==> config.mk <==
export PLATFORM = sky130hd
export DESIGN_NAME = pixel_burst_engine
export DESIGN_NICKNAME = d
export VERILOG_FILES = /design/src/rtl/pixel_burst_engine.sv
export SDC_FILE = /design/constraint.sdc
export NUM_CORES = 1
export LEC_CHECK = 0
export CORE_UTILIZATION = 39
export CTS_BUF_LIST = sky130_fd_sc_hd__clkbuf_8
export CTS_CLUSTER_DIAMETER = 200
export DETAILED_ROUTE_END_ITERATION = 7
export GPL_ROUTABILITY_DRIVEN = 0
export GPL_TIMING_DRIVEN = 0
export PLACE_DENSITY = 0.69
export SYNTH_ARGS = -nofsm -noshare
export SYNTH_HDL_FRONTEND = slang
export SYNTH_SLANG_ARGS = --single-unit
==> constraint.sdc <==
create_clock -name clk -period 8.1 [get_ports clk]
set_input_delay 0.81 -clock clk [delete_from_list [all_inputs] [get_ports clk]]
set_output_delay 0.81 -clock clk [all_outputs]
set_load 0.01 [all_outputs]
==> src/rtl/pixel_burst_engine.sv <==
// ---------------------------------------------------------------------------
// pixel_burst_engine
//
// Purpose
//   Reads a burst of RGB words from SRAM, converts each one to a grey pixel and
//   stores it in an output pixel buffer. Then writes a burst of buffered grey
//   pixels back to SRAM. Every SRAM access lasts a fixed WAIT_CYC clocks.
//   Accesses follow one another with no idle cycle.
//
// Configuration macro
//   PIXEL_BURST_GREY_REPLICATE_EN
//     defined   : w_data = {pix, pix, pix}; the grey value appears on all channels
//     undefined : w_data = {zeros, pix}; the grey value sits in the low channel
//
// Ports
//   clk           in   rising-edge clock
//   rst           in   synchronous reset, active high
//   start         in   one-cycle burst request; looked at only while IDLE
//   rd_base       in   first read address
//   wr_base       in   first write address
//   num_rd        in   pixels to read; values above MAX_PIX are clamped
//   num_wr        in   pixels to write; values above MAX_PIX are clamped
//   wr_pix        in   pixels to write; entry i = [i*PIX_W +: PIX_W]
//   rd_pix        out  grey pixels read, packed the same way as wr_pix
//   busy          out  high while reading or writing
//   done          out  one-cycle pulse when the burst has finished
//   address       out  SRAM address (0 when no access is in progress)
//   w_data        out  SRAM write data (0 when not writing)
//   r_data        in   SRAM read data
//   read_enable   out  SRAM read strobe
//   write_enable  out  SRAM write strobe
//   state_dbg     out  current FSM state (0 IDLE, 1 RD, 2 WR, 3 DONE)
//
// Handshake
//   A start pulse in IDLE is accepted on that clock edge. busy is high from
//   the next cycle until the cycle before done. done pulses for exactly one
//   cycle, and the engine is back in IDLE on the cycle after that. start is
//   ignored while busy or done is high. Requests are not queued.
// ---------------------------------------------------------------------------
module pixel_burst_engine #(
    parameter int ADDR_W   = 16,
    parameter int PIX_W    = 8,
    parameter int MAX_PIX  = 20,
    parameter int CNT_W    = 5,
    parameter int WAIT_CYC = 3
) (
    input  logic                     clk,
    input  logic                     rst,
    input  logic                     start,
    input  logic [ADDR_W-1:0]        rd_base,
    input  logic [ADDR_W-1:0]        wr_base,
    input  logic [CNT_W-1:0]         num_rd,
    input  logic [CNT_W-1:0]         num_wr,
    input  logic [MAX_PIX*PIX_W-1:0] wr_pix,
    output logic [MAX_PIX*PIX_W-1:0] rd_pix,
    output logic                     busy,
    output logic                     done,
    output logic [ADDR_W-1:0]        address,
    output logic [3*PIX_W-1:0]       w_data,
    input  logic [3*PIX_W-1:0]       r_data,
    output logic                     read_enable,
    output logic                     write_enable,
    output logic [1:0]               state_dbg
);

    localparam int WAIT_W = (WAIT_CYC > 1) ? $clog2(WAIT_CYC) : 1;
    localparam int SUM_W  = PIX_W + 2;

    typedef enum logic [1:0] {
        S_IDLE = 2'd0,
        S_RD   = 2'd1,
        S_WR   = 2'd2,
        S_DONE = 2'd3
    } state_t;

    state_t                   state, state_nx;
    logic [WAIT_W-1:0]        wait_cnt;
    logic [CNT_W-1:0]         idx;
    logic [CNT_W-1:0]         rd_cnt;
    logic [CNT_W-1:0]         wr_cnt;
    logic [ADDR_W-1:0]        rd_base_q;
    logic [ADDR_W-1:0]        wr_base_q;
    logic [MAX_PIX*PIX_W-1:0] wr_pix_q;
    logic [MAX_PIX*PIX_W-1:0] rd_pix_q;

    logic                     last_wait;
    logic                     last_rd;
    logic                     last_wr;
    logic [PIX_W-1:0]         wr_sel;

    // Grey level is about s/3. It uses the series 1/4 + 1/16 + 1/64 + 1/256.
    // White (FF,FF,FF) maps to 0xFB.
    function automatic logic [PIX_W-1:0] to_grey(input logic [3*PIX_W-1:0] rgb);
        logic [SUM_W-1:0] s;
        logic [SUM_W-1:0] g;
        s = SUM_W'(rgb[3*PIX_W-1:2*PIX_W]) + SUM_W'(rgb[2*PIX_W-1:PIX_W])
          + SUM_W'(rgb[PIX_W-1:0]);
        g = (s >> 2) + (s >> 4) + (s >> 6) + (s >> 8);
        return g[PIX_W-1:0];
    endfunction

    function automatic logic [CNT_W-1:0] clamp(input logic [CNT_W-1:0] n);
        return (n > CNT_W'(MAX_PIX)) ? CNT_W'(MAX_PIX) : n;
    endfunction

    assign last_wait = (wait_cnt == WAIT_W'(WAIT_CYC - 1));
    assign last_rd   = ((idx + CNT_W'(1)) == rd_cnt);
    assign last_wr   = ((idx + CNT_W'(1)) == wr_cnt);
    assign wr_sel    = wr_pix_q[int'(idx)*PIX_W +: PIX_W];

    // State register
    always_ff @(posedge clk) begin
        if (rst) begin
            state <= S_IDLE;
        end else begin
            state <= state_nx;
        end
    end

    // Next-state logic. The IDLE decisions use the raw counts; clamping never
    // turns a nonzero count into zero.
    always_comb begin
        state_nx = state;
        case (state)
            S_IDLE: begin
                if (start) begin
                    if (num_rd != '0)      state_nx = S_RD;
                    else if (num_wr != '0) state_nx = S_WR;
                    else                   state_nx = S_DONE;
                end
            end
            S_RD: begin
                if (last_wait && last_rd) state_nx = (wr_cnt != '0) ? S_WR : S_DONE;
            end
            S_WR: begin
                if (last_wait && last_wr) state_nx = S_DONE;
            end
            default: state_nx = S_IDLE;
        endcase
    end

    // Burst parameters, access counters and the pixel buffers
    always_ff @(posedge clk) begin
        if (rst) begin
            wait_cnt  <= '0;
            idx       <= '0;
            rd_cnt    <= '0;
            wr_cnt    <= '0;
            rd_base_q <= '0;
            wr_base_q <= '0;
            wr_pix_q  <= '0;
            rd_pix_q  <= '0;
        end else begin
            case (state)
                S_IDLE: begin
                    if (start) begin
                        rd_base_q <= rd_base;
                        wr_base_q <= wr_base;
                        rd_cnt    <= clamp(num_rd);
                        wr_cnt    <= clamp(num_wr);
                        wr_pix_q  <= wr_pix;
                        rd_pix_q  <= '0;
                        wait_cnt  <= '0;
                        idx       <= '0;
                    end
                end
                S_RD, S_WR: begin
                    if (last_wait) begin
                        wait_cnt <= '0;
                        // idx restarts at 0 when a phase ends, so the write phase
                        // begins at its own first entry.
                        if ((state == S_RD && last_rd) || (state == S_WR && last_wr)) begin
                            idx <= '0;
                        end else begin
                            idx <= idx + CNT_W'(1);
                        end
                        if (state == S_RD) begin
                            rd_pix_q[int'(idx)*PIX_W +: PIX_W] <= to_grey(r_data);
                        end
                    end else begin
                        wait_cnt <= wait_cnt + WAIT_W'(1);
                    end
                end
                default: begin
                end
            endcase
        end
    end

    // Outputs. The SRAM bus is forced to zero outside RD/WR, so the enables
    // can never be high in IDLE or DONE.
    always_comb begin
        busy         = 1'b0;
        done         = 1'b0;
        read_enable  = 1'b0;
        write_enable = 1'b0;
        address      = '0;
        w_data       = '0;
        case (state)
            S_RD: begin
                busy        = 1'b1;
                read_enable = 1'b1;
                address     = rd_base_q + ADDR_W'(idx);
            end
            S_WR: begin
                busy         = 1'b1;
                write_enable = 1'b1;
                address      = wr_base_q + ADDR_W'(idx);
`ifdef PIXEL_BURST_GREY_REPLICATE_EN
                w_data       = {wr_sel, wr_sel, wr_sel};
`else
                w_data       = {{(2*PIX_W){1'b0}}, wr_sel};
`endif
            end
            S_DONE: begin
                done = 1'b1;
            end
            default: begin
            end
        endcase
    end

    assign rd_pix    = rd_pix_q;
    assign state_dbg = state;

endmodule

# Word-level counts from Yosys, hierarchy flattened
# Index checks and enable logic that the tools add are counted.
# classes
bitwise_logic	0
n_eq_ne	11
n_shift	3
n_div	0
muxes	27
reduce_logical	16
magnitude_cmp	2
n_addsub	10
n_mul	0
# ops
operator	n
160-bit two-way mux	3
160-bit case mux with 2 select lines	1
160-bit bitwise mux	1
8-bit by 33-bit variable shift with 160-bit output (first input constant)	1
160-bit by 9-bit indexed part select with 8-bit output	1
8-bit by 33-bit indexed part select with 160-bit output	1
8-bit negation with 33-bit output	1
16-bit by 5-bit adder with 16-bit output	2
16-bit case mux with 2 select lines	1
5-bit two-way mux	5
5-bit nonzero test	3
2-bit two-way mux	6
9-bit by 8-bit adder with 10-bit output	1
5-bit equality test	2
5-bit > comparator (second input constant)	2
5-bit case mux with 2 select lines	1
8-bit by 8-bit adder with 9-bit output	1
8-bit by 2-bit adder with 8-bit output	1
8-bit by 4-bit adder with 8-bit output	1
8-bit by 6-bit adder with 8-bit output	1
8-bit two-way mux	1
2-bit equality test (second input constant)	3
1-bit two-way mux	6
2-bit != test (second input constant)	3
other kinds (14)	20
# totals
regBits	371
memories	0
romBits	0
in_bits	229
output_inout_bits	206
mem_bits_rw	0
elab_cells	78
latch_bits	0

# Logic depth before layout (Yosys ltp)
# Gate-level depths: netlist of the first run.
# logic_depth
ltp_word	10
depth_mapped	22
ltp_nobuf	21

# Least setup slack after synthesis of the first run
# Ideal clock, no wire load.
# synth_path
kind	input port to flip-flop
startpoint	input port r_data[3]
endpoint	register rd_pix_q[151] (netlist: rd_pix[151])
cell_stages	20
t_arrival_ns	5.533
n_path_buf	1
path_slack_ns	2.505
t_required_ns	8.039
setup_time_ns	0.061
path_cell_list	fa_1 > ha_1 > nand2_1 > o31ai_1 > a21o_1 > a21oi_1 > xor2_1 > inv_1 > fa_1 > fa_1 > ha_1 > inv_1 > fa_1 > nand2b_1 > a2111oi_0 > a211oi_1 > xnor2_1 > nor2b_1 > buf_2 > a32o_1
# synth_via
elab_chain_cells	9
# synth_rtl
item	line	rtl
from (decl)	60	input logic [3*PIX_W-1:0] r_data,
9-bit by 8-bit adder with 10-bit output (*)	97	+ SUM_W'(rgb[PIX_W-1:0]);
8-bit by 6-bit adder with 8-bit output	98	g = (s >> 2) + (s >> 4) + (s >> 6) + (s >> 8);
8-bit by 4-bit adder with 8-bit output	98	
8-bit by 2-bit adder with 8-bit output (*)	98	
8-bit by 33-bit indexed part select with 160-bit output (*)	178	rd_pix_q[int'(idx)*PIX_W +: PIX_W] <= to_grey(r_data);
160-bit bitwise mux (*)	178	
160-bit two-way mux (*)	177	if (state == S_RD) begin
160-bit two-way mux (*)	168	if (last_wait) begin
160-bit case mux with 2 select lines (*)	154	case (state)
to (signal, indexed assignment)	178	
to (decl)	84	logic [MAX_PIX*PIX_W-1:0] rd_pix_q;
# Every way passes the cells marked *; elsewhere a longest branch is shown, timed or not. The select of a mux whose other input is x is not followed.
# A chain may end at the register's enable or synchronous reset.

# Worst setup path after layout of the first run
# layout_path
startpoint	register state[1] (netlist: state_dbg[1])
endpoint	output port address[8]
# layout_via
elab_chain_cells	2
elab_cells_between_ends	3
classes_between	eq/ne (2); mux (1)
# layout_rtl
item	line	rtl
from (decl)	76	state_t state, state_nx;
from (signal assigned)	116	state <= state_nx;
2-bit equality test / 2-bit by 1-bit equality test with 1-bit output (equally long branches)	199	case (state)
16-bit case mux with 2 select lines (*)	199	
to (decl)	58	output logic [ADDR_W-1:0] address,
# Every way passes the cells marked *; elsewhere a longest branch is shown, timed or not.

==> flow_metrics.env, run 1 <==
export IMPL_r2r_cells=11
export IMPL_hold_buffers=0
export IMPL_post_route_min_period_ns=6.63
export IMPL_cts_tree="built"
export IMPL_critPathKind="register to primary output"
export IMPL_cap_violations=0
export IMPL_max_freq_ghz=0.151
export IMPL_place_area_um2=21600
export IMPL_reg2reg_setup_slack_ns=3.26
export IMPL_synth_edf_count=0
export IMPL_final_antenna_net_count=0
export IMPL_slew_headroom_pct=24.2
export IMPL_cts_resized=0
export IMPL_drv_slew=0
export IMPL_r2r_end="rd_pix[79]"
export IMPL_root_buffer="clkbuf_8"
export IMPL_portBuffers=417
export IMPL_crit_fanout=10
export IMPL_arrival_ns=5.82
export IMPL_drive_above_1_share_pct=8.70
export IMPL_first_pass_iters=6
export IMPL_tightest_slew_ns=1.13
export IMPL_p_leak_nw=8.43
export IMPL_hp_start="wr_pix_q[80]"
export IMPL_fillers=3863
export IMPL_yosys_warnings=0
export IMPL_yosys_register_bits=371
export IMPL_cts_buffers=61
export IMPL_final_nets=2624
export IMPL_synthesis_area_um2=16700
export IMPL_vias=16094
export IMPL_tns_ns=0
export IMPL_die_h_um=209
export IMPL_start_kind="register"
export IMPL_yosysSeqAreaShare_pct=44.4
export IMPL_cts_setup_buffers=0
export IMPL_synth_distinct_cells=68
export IMPL_post_route_period_util_pct=81.8
export IMPL_postSynthAreaPerCell_um2=9.05
export IMPL_grt_pass1_vias=15921
export IMPL_coreArea_um2=42100
export IMPL_hold_viol=0
export IMPL_io_pins=435
export IMPL_die_width_um=209
export IMPL_critPathRequiredTime_ns=7.29
export IMPL_grt_util_all_layers_pct=27.2
export IMPL_final_area_um2=22900
export IMPL_wl_mm=60.5
export IMPL_min_path_cells=2
export IMPL_start_util_pct=39.7
export IMPL_area_growth_pct=36.9
export IMPL_grt_antenna_before_repair=6
export IMPL_overflow=0
export IMPL_setup_violations=0
export IMPL_cts_sinks=371
export IMPL_endpoint_kind="primary output"
export IMPL_ir_worst_vdd_uv=234
export IMPL_dp_final_hpwl_mm=47.4
export IMPL_ys_async_sr_fraction_pct=0
export IMPL_die_area_um2=43800
export IMPL_clock_latency_ns=0.66
export IMPL_drc=0
export IMPL_syn_inst=1849
export IMPL_finClkSkew_ns=0.0286
export IMPL_status="finished clean"
export IMPL_htree_levels=2
export IMPL_clockBufferDepth=3
export IMPL_grt_pass1_wl_mm=91.4
export IMPL_synth_flop_cell="dfxtp_1"
export IMPL_viasPerCell=5.49
export IMPL_post_drt_wl_per_cell_um=20.6
export IMPL_drt_iter0_drc=1105
export IMPL_p_per_area_nw_per_um2=271
export IMPL_worstHoldEndpoint="wr_pix_q[80]"
export IMPL_grt_max_degree=18
export IMPL_r2r_start="idx[1]"
export IMPL_hold_class="register to register"
export IMPL_rsz0062_at_grt="no"
export IMPL_cts_clk_slew_worst_paths_ns=0.06
export IMPL_rows=75
## critical path, cell delays in order, from the launching register on
cell,delay (ns)
dfxtp_1,0.47
ha_1,0.22
clkbuf_1,0.41
clkbuf_1,0.66
clkbuf_1,0.60
mux2_2,0.29
ha_1,0.16
inv_1,0.05
fa_1,0.37
nor2b_1,0.16
o21ai_0,0.13
a21boi_0,0.61
o21ai_0,0.20
xnor2_1,0.16
nor2_1,0.09
clkdlybuf4s50_1,0.55
## power by group
group	internal [mW]	leakage, nW	switching [mW]
registers	2.02	3.02	0.115
clock network	0.920	0.736	0.769
logic	0.836	4.68	1.57
total	3.77	8.43	2.45
## final cells by class
class                      instances  area [µm²]  share of cell area [%]
multi-input combinational       1314        8590                    37.5
sequential                       371        7430                    32.4
timing repair buffer             417        4170                    18.2
clock buffer                      74        1020                    4.44
tap                              539         674                    2.94
buffer                           132         604                    2.64
clock inverter                    35         245                    1.07
inverter                          47         176                   0.770
antenna                            5        12.5                  0.0546
## worst max-delay path by stage
| stage | from | end | slack [ns] | cells after the start |
|---|---|---|---|---|
| after floorplan | r_data[3] | rd_pix[151] | 2.51 | 20 |
| after global placement | r_data[3] | rd_pix[151] | 1.23 | 21 |
| after detailed placement | r_data[3] | rd_pix[47] | 1.11 | 21 |
| after CTS | state_dbg[1] | address[8] | 1.39 | 15 |
| after global routing | state_dbg[1] | address[8] | 1.12 | 15 |
| final | state_dbg[1] | address[8] | 1.47 | 15 |
## cells in the mapped netlist (7+ instances only)
master	instances	area (µm²)
nand2_1	452	1700
dfxtp_1	371	7430
a21oi_1	225	1130
clkbuf_1	79	297
nor2_1	75	282
a22o_1	74	648
mux4_2	48	1080
inv_1	47	176
ha_1	38	475
o2bb2ai_1	34	298
a32o_1	33	330
xnor2_1	26	228
nand3_1	23	115
nor3_1	23	115
buf_4	19	143
buf_2	17	85.1
a21o_1	16	120
nand2b_1	16	100
and2_1	15	93.8
nor2b_1	15	93.8
o21ai_0	15	75.1
buf_1	14	52.6
fa_1	13	260
mux2i_1	13	130
a22oi_1	11	82.6
xor2_1	11	96.3
o22ai_1	10	62.6
mux2_2	9	101
a211oi_1	8	60.1
nand3b_1	8	60.1
a31oi_4	7	149
nor4_1	7	43.8
## through the flow
step	util [%]	power (mW)	hold WS, ns	worst slack [ns]	instances
3_5_place_dp	51.4	4.53	0.445	1.11	2820
5_1_grt	54.4	6.54	0.470	1.12	2932
2_1_floorplan	-	3.63	0.433	2.51	1864
4_1_cts	54.4	6.21	0.453	1.39	2929
3_3_place_gp	51.4	4.48	0.439	1.23	2820
6_report	54.4	6.22	0.453	1.47	2934
## state kept, by name, summed over array words and instances (netlist names)
| name | count |
|---|---|
| wait_cnt | 2 |
| state_dbg | 2 |
| rd_pix | 160 |
| wr_base_q | 16 |
| wr_cnt | 5 |
| wr_pix_q | 160 |
| rd_base_q | 16 |
| rd_cnt | 5 |
| idx | 5 |
## cells by family after synthesis
family	share of synthesized area, %
and+or+nand+nor	17.1
adders and majority gates	4.39
xor gates and xnor gates	1.94
DFF	44.4
other	0.0224
muxes	7.84
buffers and inverters	4.66
AOI/OAI and AO/OA	19.6
## cell usage in the layout (no fill, tap or decap), types with 33 or more instances in the layout
cell type and n:
clkbuf_1 79, a32o_1 33, dfxtp_1 371, mux4_2 48, a21oi_1 225, a22o_1 74
nand2_1 452, inv_1 71, clkbuf_8 74, o2bb2ai_1 34, nor2_1 75, clkdlybuf4s50_1 417
ha_1 38
## metal layers
metal	GRT usage [%]	part of all wire, %
met3	5.49	7.4
met1	32.6	39
met2	47.8	50
met5	0	0.021
met4	10.2	3.3
(Power assumes the default switching activity.)
==> run 2: changes to the inputs <==
--- a/config.mk
+++ b/config.mk
@@ -11,7 +11,7 @@
 export DETAILED_ROUTE_END_ITERATION = 7
 export GPL_ROUTABILITY_DRIVEN = 0
 export GPL_TIMING_DRIVEN = 0
-export PLACE_DENSITY = 0.69
+export PLACE_DENSITY = 0.72
 export SYNTH_ARGS = -nofsm -noshare
 export SYNTH_HDL_FRONTEND = slang
 export SYNTH_SLANG_ARGS = --single-unit
==> constraint.sdc (replaced) <==
create_clock -name clk -period 5.3 [get_ports clk]
set_input_delay 0.53 -clock clk [delete_from_list [all_inputs] [get_ports clk]]
set_output_delay 0.53 -clock clk [all_outputs]
set_load 0.01 [all_outputs]
==> flow_metrics.env, run 2 (synthesis gave the netlist of run 1 again) <==
export IMPL_post_drt_wl_per_cell_um=20.9
export IMPL_dp_cells=2820
export IMPL_dp_final_hpwl_mm=47.5
export IMPL_fin_util_pct=55.0
export IMPL_arrival_ns=5.75
export IMPL_viasPerCell=5.56
export IMPL_drc=0
export IMPL_reg2reg_setup_slack_ns=0.94
export IMPL_ir_worst_vdd_uv=422
export IMPL_drive_above_1_share_pct=10.7
export IMPL_root_buffer="clkbuf_8"
export IMPL_endpoint_kind="register"
export IMPL_cts_tree="built"
export IMPL_area_growth_pct=38.5
export IMPL_met3_usage_pct=5.44
export IMPL_wl_mm=61.6
export IMPL_rows=75
export IMPL_cap_violations=0
export IMPL_layout_common_cells="nand2_1, clkdlybuf4s50_1, dfxtp_1"
export IMPL_critPathRequiredTime_ns=5.84
export IMPL_die_h_um=209
export IMPL_cts_sinks=371
export IMPL_clockBufferDepth=3
export IMPL_critPathKind="primary input to register"
export IMPL_io_pins=435
export IMPL_p_per_area_nw_per_um2=424
export IMPL_die_area_um2=43800
export IMPL_busiest_layer="met2"
export IMPL_met2_usage_pct=46.8
export IMPL_fillers=3726
export IMPL_grt_pass1_wl_mm=92.2
export IMPL_first_pass_iters=6
export IMPL_final_antenna_net_count=0
export IMPL_tightest_slew_ns=1.15
export IMPL_preCtsSetupSlack_ns=-1.38
export IMPL_die_width_um=209
export IMPL_start_kind="primary input"
export IMPL_setup_ws_ns=0.0859
export IMPL_cts_buffers=60
export IMPL_max_freq_ghz=0.192
export IMPL_setup_violations=0
export IMPL_grt_util_met1_pct=32.7
export IMPL_grt_max_degree=20
export IMPL_htree_levels=2
export IMPL_clock_latency_ns=0.65
export IMPL_hold_class="primary input to register"
export IMPL_grt_antenna_before_repair=8
export IMPL_status="finished clean"
export IMPL_drt_iter0_drc=1218
export IMPL_crit_fanout=6
export IMPL_p_leak_nw=8.56
export IMPL_drv_slew=0
export IMPL_post_route_period_util_pct=98.4
export IMPL_grt_util_all_layers_pct=27.4
export IMPL_cts_clk_slew_worst_paths_ns=0.06
export IMPL_finClkSkew_ns=0.0190
export IMPL_vias=16343
export IMPL_coreArea_um2=42100
export IMPL_hold_viol=0
export IMPL_portBuffers=417
export IMPL_layout_commonest_cell="nand2_1"
export IMPL_post_route_min_period_ns=5.21
export IMPL_final_nets=2635
export IMPL_hold_buffers=0
export IMPL_fin_cells=2942
export IMPL_overflow=0
export IMPL_start_util_pct=39.7
export IMPL_slew_headroom_pct=22.4
export IMPL_grt_pass1_vias=16105
export IMPL_total_power_mw=9.84
==> run 2: stage by stage <==
step | TNS [ns] | cell area (µm²) | hold WS [ns]
2_1_floorplan | 0 | 16800 | 0.433
3_3_place_gp | -50.50 | 21700 | 0.437
3_5_place_dp | -62.78 | 21700 | 0.445
4_1_cts | 0 | 23000 | 0.405
5_1_grt | -1.14 | 23200 | 0.430
6_report | 0 | 23200 | 0.427
==> run 2: final cells by class <==
cell class	instances	area, µm²	area share (%)
antenna	5	12.5	0.0540
multi-input combinational	1314	8780	37.9
clock buffer	75	1030	4.45
sequential	371	7430	32.0
inverter	47	176	0.761
timing repair buffer	431	4310	18.6
buffer	130	619	2.67
clock inverter	30	154	0.664
tap	539	674	2.91
==> run 2: layer usage <==
layer  up-vias  routed length (µm)
met1      7787               23500
met3       181                5330
met2       870               29900
met5         -                  38
met4         6                2790
li1       7499                   -
==> run 2: critical path, cell delays in order <==
cell	delay [ns]
clkdlybuf4s50_1	0.45
inv_1	0.05
fa_2	0.58
nor2_2	0.06
fa_2	0.41
a211oi_4	0.24
o21bai_1	0.14
a21oi_2	0.24
xnor2_2	0.17
xor2_1	0.21
fa_1	0.54
ha_2	0.18
inv_1	0.06
fa_2	0.37
nand2b_4	0.17
a2111oi_4	0.37
a211oi_2	0.11
xnor2_2	0.18
buf_4	0.16
buf_6	0.11
and2_4	0.17
a32o_1	0.24
==> run 2: final timing paths <==
check | start | endpoint | depth (start not counted)
max | r_data[17] | rd_pix[127] | 22
min | wr_pix[0] | wr_pix_q[0] | 3
max reg2reg | idx[1] | rd_pix[79] | 10
min reg2reg | rd_base_q[0] | rd_base_q[0] | 2
==> run 2: repair_timing <==
action | 4_1_cts | 5_1_grt
gates resized for setup | 22 | 31
endpoints found under the setup margin | 45 | 79
cloned | 0 | 1
setup buffers | 3 | 10
pin swaps | 3 | 21
==> run 2: where the power goes <==
group / switching (mW) / internal [mW] / total, mW / leakage, nW
sequential: 0.175 / 3.08 / 3.25 / 3.02
clock: 1.15 / 1.31 / 2.46 / 0.690
combinational: 2.59 / 1.53 / 4.12 / 4.85
total: 3.91 / 5.92 / 9.84 / 8.56
